File: src/rtl/tiny_cpu_sequencer.sv
// TinyCPU control sequencer: steps each instruction through FETCH/DECODE/EXECUTE,
// drives the accumulator-source mux selects and the datapath load/increment strobes.
module tiny_cpu_sequencer (
    input  logic       clk,
    input  logic       rst,
    input  logic       run,
    input  logic [7:0] instr_in,
    input  logic       zero,
    output logic       select0,
    output logic       select1,
    output logic       select2,
    output logic       load_acc,
    output logic       load_ir,
    output logic       inc_pc,
    output logic       load_pc,
    output logic       mem_read,
    output logic [4:0] operand,
    output logic       halted,
    output logic [7:0] instr_count
);

    typedef enum logic [1:0] {
        S_FETCH   = 2'd0,
        S_DECODE  = 2'd1,
        S_EXECUTE = 2'd2,
        S_HALT    = 2'd3
    } state_t;

    typedef enum logic [2:0] {
        OP_LOAD = 3'd0,
        OP_ADD  = 3'd1,
        OP_SUB  = 3'd2,
        OP_AND  = 3'd3,
        OP_OR   = 3'd4,
        OP_LDI  = 3'd5,
        OP_JZ   = 3'd6,
        OP_HALT = 3'd7
    } opcode_t;

    state_t     state;
    state_t     state_nxt;
    opcode_t    opcode;
    logic [2:0] sel;
    logic       fetch_go;

    // JZ and HALT both route source h (the zero flag); the rest map straight through.
    function automatic logic [2:0] src_sel(input opcode_t op);
        if (op == OP_JZ || op == OP_HALT)
            return 3'b111;
        else
            return op;
    endfunction

    // Held off during reset so the fetch strobes honour their reset value even with run high.
    assign fetch_go = run & ~rst;

    // NOTE: sequential state uses non-blocking assignments so every register
    // samples pre-edge values regardless of statement order.
    always_ff @(posedge clk or posedge rst) begin
        if (rst)
            state <= S_FETCH;
        else
            state <= state_nxt;
    end

    always_ff @(posedge clk or posedge rst) begin
        if (rst) begin
            opcode      <= OP_LOAD;
            operand     <= 5'd0;
            sel         <= 3'b000;
            instr_count <= 8'd0;
        end else begin
            if (state == S_FETCH && run) begin
                opcode  <= opcode_t'(instr_in[7:5]);
                operand <= instr_in[4:0];
            end
            if (state == S_DECODE)
                sel <= src_sel(opcode);
            if (state == S_EXECUTE)
                instr_count <= instr_count + 8'd1;
        end
    end

    // NOTE: every output of this block gets a default first, so no path can infer a latch.
    always_comb begin
        state_nxt = state;
        load_acc  = 1'b0;
        load_ir   = 1'b0;
        inc_pc    = 1'b0;
        load_pc   = 1'b0;
        mem_read  = 1'b0;
        halted    = 1'b0;
        unique case (state)
            S_FETCH: begin
                if (fetch_go) begin
                    mem_read  = 1'b1;
                    load_ir   = 1'b1;
                    inc_pc    = 1'b1;
                    state_nxt = S_DECODE;
                end
            end
            S_DECODE: begin
                mem_read  = (opcode <= OP_OR);
                state_nxt = (opcode == OP_HALT) ? S_HALT : S_EXECUTE;
            end
            S_EXECUTE: begin
                load_acc  = (opcode <= OP_LDI);
                load_pc   = (opcode == OP_JZ) && zero;
                state_nxt = S_FETCH;
            end
            S_HALT: begin
                halted = 1'b1;
            end
            default: state_nxt = S_FETCH;
        endcase
    end

    assign select0 = sel[0];
    assign select1 = sel[1];
    assign select2 = sel[2];

endmodule

File: config.mk
export PLATFORM = sky130hd
export DESIGN_NAME = tiny_cpu_sequencer
export DESIGN_NICKNAME = d
export VERILOG_FILES = /design/src/rtl/tiny_cpu_sequencer.sv
export SDC_FILE = /design/constraint.sdc
export NUM_CORES = 1
export LEC_CHECK = 0
export ABC_AREA = 1
export BUFFER_PORTS_ARGS = -buffer_cell sky130_fd_sc_hd__buf_2
export CAP_MARGIN = 15
export CORE_ASPECT_RATIO = 0.9
export CORE_UTILIZATION = 43
export DETAILED_ROUTE_END_ITERATION = 10
export GPL_TIMING_DRIVEN = 0
export PLACE_DENSITY = 0.74
export SLEW_MARGIN = 20
export SYNTH_ARGS = -nofsm -noshare
export SYNTH_HDL_FRONTEND = slang
export SYNTH_SLANG_ARGS = --single-unit
File: constraint.sdc
create_clock -name clk -period 2.1 [get_ports clk]
set_input_delay 0.63 -clock clk [delete_from_list [all_inputs] [get_ports clk]]
set_output_delay 0.63 -clock clk [all_outputs]
set_load 0.02 [all_outputs]
* After elaboration in Yosys (flattened, before gate mapping)
Cells that the tools add are included.
** Cells by class
- Multiplexer cells :: 10
- Equal/unequal tests :: 6
- Add/sub/neg operators :: 1
- Order comparisons :: 2
- Bitwise gates (word level) :: 2
- Reduce and logical (&&, ||, !) cells :: 6
** Operators with widths (count)
- adder 8 x 1 -> 8 bit, second input constant :: 1
- equality test 3 bit, second input constant :: 2
- <= comparator 3 bit, second input constant :: 2
- two-way mux 1 bit :: 6
- one-hot mux 2 bit (3 select lines) :: 1
- equality test 2 bit, second input constant :: 2
- two-way mux 3 bit :: 1
- nonzero test 3 bit :: 1
- equality test 2 x 1 -> 1 bit, second input constant :: 1
- logical AND 1 bit :: 2
- logical NOT 2 bit :: 1
- two-way mux 2 bit :: 1
- != test 2 bit, second input constant :: 1
- one-hot mux 1 bit (2 select lines) :: 1
- AND reduction 2 bit :: 1
- AND 1 bit :: 1
- logical OR 1 bit :: 1
- NOT 1 bit :: 1
** Word-level totals
- Input port bits :: 12
- Flip-flop bits (word level) :: 21
- Logic and storage cells :: 32

* Logic depth before layout (Yosys ltp)
- Word-level depth :: 4
- Depth in mapped cells :: 7

* Least setup slack after synthesis
Ideal clock, no wire load.
- Kind :: input port to output port
- Start point :: input rst
- End point :: output load_ir
- Setup slack :: -0.160 ns
- Arrival time :: 1.630 ns
- Stages :: 4
- Cell sequence :: inv_1 nand2_1 inv_1 buf_4
** On the way
- Cells in the longest elaborated chain, start to end :: 4
** RTL lines
- from (decl) :: RTL line 5 : input logic rst,
- NOT 1 bit :: RTL line 55 : assign fetch_go = run & ~rst;
- AND 1 bit :: RTL line 55
- two-way mux 1 bit (2 in a row)
- to (decl) :: RTL line 13 : output logic load_ir,
No other way between the ends.

* Final worst setup path
- Start point :: register state[0]
- End point :: output load_ir
** On the way
- Cells in the longest elaborated chain, start to end :: 2
** RTL lines
- from (decl) :: RTL line 40 : state_t state;
- from (signal assigned) :: RTL line 63 : state <= state_nxt;
- logical NOT 2 bit :: RTL line 93 : unique case (state)
- two-way mux 1 bit :: RTL line 93
No other way between the ends.

==> metrics.csv <==
metric,value,unit
finalNetCount,171,
clkTransAtPathRegs,0.12,ns
track_usage,0.1806,
end_kind,primary output,
syn-num-nets,126,
vias,832,
placed_cells,171,
clock-sinks,21,
ys_seq_elements,21,
port_buffers,33,
synth_top_area_frac,0.5615,
fp.dieW,51.18,µm
numCtsBuffers,3,
grt_pass1_vias,728,
yosysTopAreaCell,dfrtp_1,
core_area,0.001989,mm²
cp_common_cell,buf_4,
via_per_inst,4.571,
cts_buffer_depth,2,
required,1.47,ns
ios,34,
r2r_setup_slack,0.85,ns
period_share,0.9630,
start_kind,flop,
ys_types,18,
cp.arrival,1.39,ns
dp_hpwl,1.317,mm
irDropWorstVdd,0.0005780,V
wl_per_cell,10.74,µm
initial_core_util,0.4704,
power_density,1122,mW/mm²
grt_overflow_total,0,
htreeDepth,1,
cts_tree,built,
synth_warnings,0,
layout.cells.non_filler,182,
crit_path_max_fanout,4,
slowest_stage,dfrtp_1,
die_area,0.002367,mm²
critPathKind,reg2out,
firstDrtPassIters,4,
rsz0062_at_grt,false,
core.rowCount,15,
slew_headroom,0.6632,
hold_violations,0,
r2r-end,instr_count[6],
report.final.slew_viol_count,0,
hold_path.class,in2async,
status,"finished, final reports clean",
synth_area_leaders,"dfrtp_1 (56%), nand2_1 (20%), inv_1 (6.0%)",
clk_latency,0.29,ns
fin_ws,0.07764,ns
worstPathCellList,inv_2 > nand3_4 > inv_6 > nand2_2 > inv_1 > buf_4 > buf_4,
max_freq,0.4945,GHz
clock_tree.root_cell,clkbuf_4,
grt_antenna_before_repair,0,
place_ws,-0.3354,ns
final_cell_mix,"nand2_1 (48), buf_2 (32), dfrtp_1 (20)",
die_y,46.26,µm
tightest_slew,0.5025,ns
diodes,0,
fin_skew,0.002065,ns
finalWirelength,1.955,mm
syn_area_per_cell,8.282,µm²
p_total,1.395,mW
mostFrequentLayoutCell,nand2_1,
max_stage_delay,0.42,ns
drt_iter0_drc,18,
grt_pass1_wl,3.070,mm
regToRegStartpoint,state[0],
grt_start_max_net_pins,12,
place_congestion,0.7918,
min_period,2.022,ns
drv_cap,0,
drc,0,
area_growth,32.89,%
ctsHoldBuffers,0,
netlist_area,935.9,µm²
yosysSeqAreaShare,0.5615,
drive_gt1_frac,0.3631,
power_leakage,0.7373,nW
r2r_cells,7,
setup_viol,0,
netlist_instances,113,
ant_nets,0,
[metrics by stage]
step,cell area (µm²),setup TNS [ns],util,hold WS (ns)
finish,1244,0,0.6252,0.3566
global route,1244,0,0.6252,0.3735
CTS,1205,0,0.6057,0.3519
detailed placement,1136,-0.7705,0.5711,0.4578
global placement,1136,-0.7174,0.5711,0.4567
floorplan,939.7,0,-,0.4704
[worst max-delay path by stage]
stage,startpoint,cells after the start,slack [ns],end
final,state[0],7,0.08,load_ir
after detailed placement,rst,6,-0.34,load_ir
after CTS,state[0],7,0.003,load_ir
after floorplan,rst,4,0.01,load_ir
after global placement,rst,6,-0.32,load_ir
after global routing,state[0],7,0.004,load_ir
[layer usage]
metal,global-route usage,share of wire,vias to the layer above
li1,-,-,426
met1,0.2338,0.46,383
met2,0.3079,0.49,21
met3,0.02970,0.040,2
met4,0.06667,0.0061,0
met5,0,0,-
[cell families after synthesis]
group / after synthesis / synth area share
AND/OR/NAND/NOR: 64 / 0.2767
flip-flops: 21 / 0.5615
buffers and inverters: 19 / 0.08021
XOR/XNOR: 4 / 0.03744
AO/OA/AOI/OAI: 3 / 0.01871
multiplexers: 1 / 0.01203
adder cells (fa/ha/maj): 1 / 0.01337
[Yosys cell counts]
master / n
buf_4: 1
nor2_2: 2
o21ai_0: 1
nand3_2: 1
nand2_1: 50
xor2_1: 2
nor2_1: 5
a21oi_1: 1
inv_1: 15
nor3_1: 1
dfrtp_1: 21
nand3_1: 5
xnor2_1: 2
clkbuf_1: 1
o211ai_1: 1
mux2_2: 1
inv_2: 2
ha_1: 1
[cell type report]
cell class,instances,area (µm²)
fill,200,745.7
tap,25,31.28
clock buffer,4,26.28
inverter,17,72.57
timing repair inverter,1,5.005
timing repair buffer,39,212.7
sequential,21,526.8
buffer,2,11.26
multi-input combinational,73,357.8
[critical path: cells and delay by family, from the launching register on]
family	cells	cell delay [ns]
AND/OR/NAND/NOR	2	0.17
buffers and inverters	5	0.50
flip-flops	1	0.42
[timing repair]
| item | in CTS | in global routing |
|---|---|---|
| setup endpoints to repair | 3 | 4 |
| pin swaps | 1 | 0 |
| setup buffers | 3 | 3 |
| gates cloned | 1 | 0 |
| resized for setup | 4 | 7 |
[report_power, final]
group | switching [mW] | leakage (nW) | total [mW] | internal [mW]
combinational | 0.350 | 0.460 | 0.564 | 0.215
sequential | 0.107 | 0.263 | 0.638 | 0.531
clock | 0.119 | 0.0150 | 0.193 | 0.0739
total | 0.575 | 0.737 | 1.39 | 0.820
[sequential cells by signal, summed over array words and instances, names as in the netlist]
name,cells
instr_count,8
opcode,3
operand,5
sel,3
state,2
No activity file was read; power rests on OpenSTA's default activity.
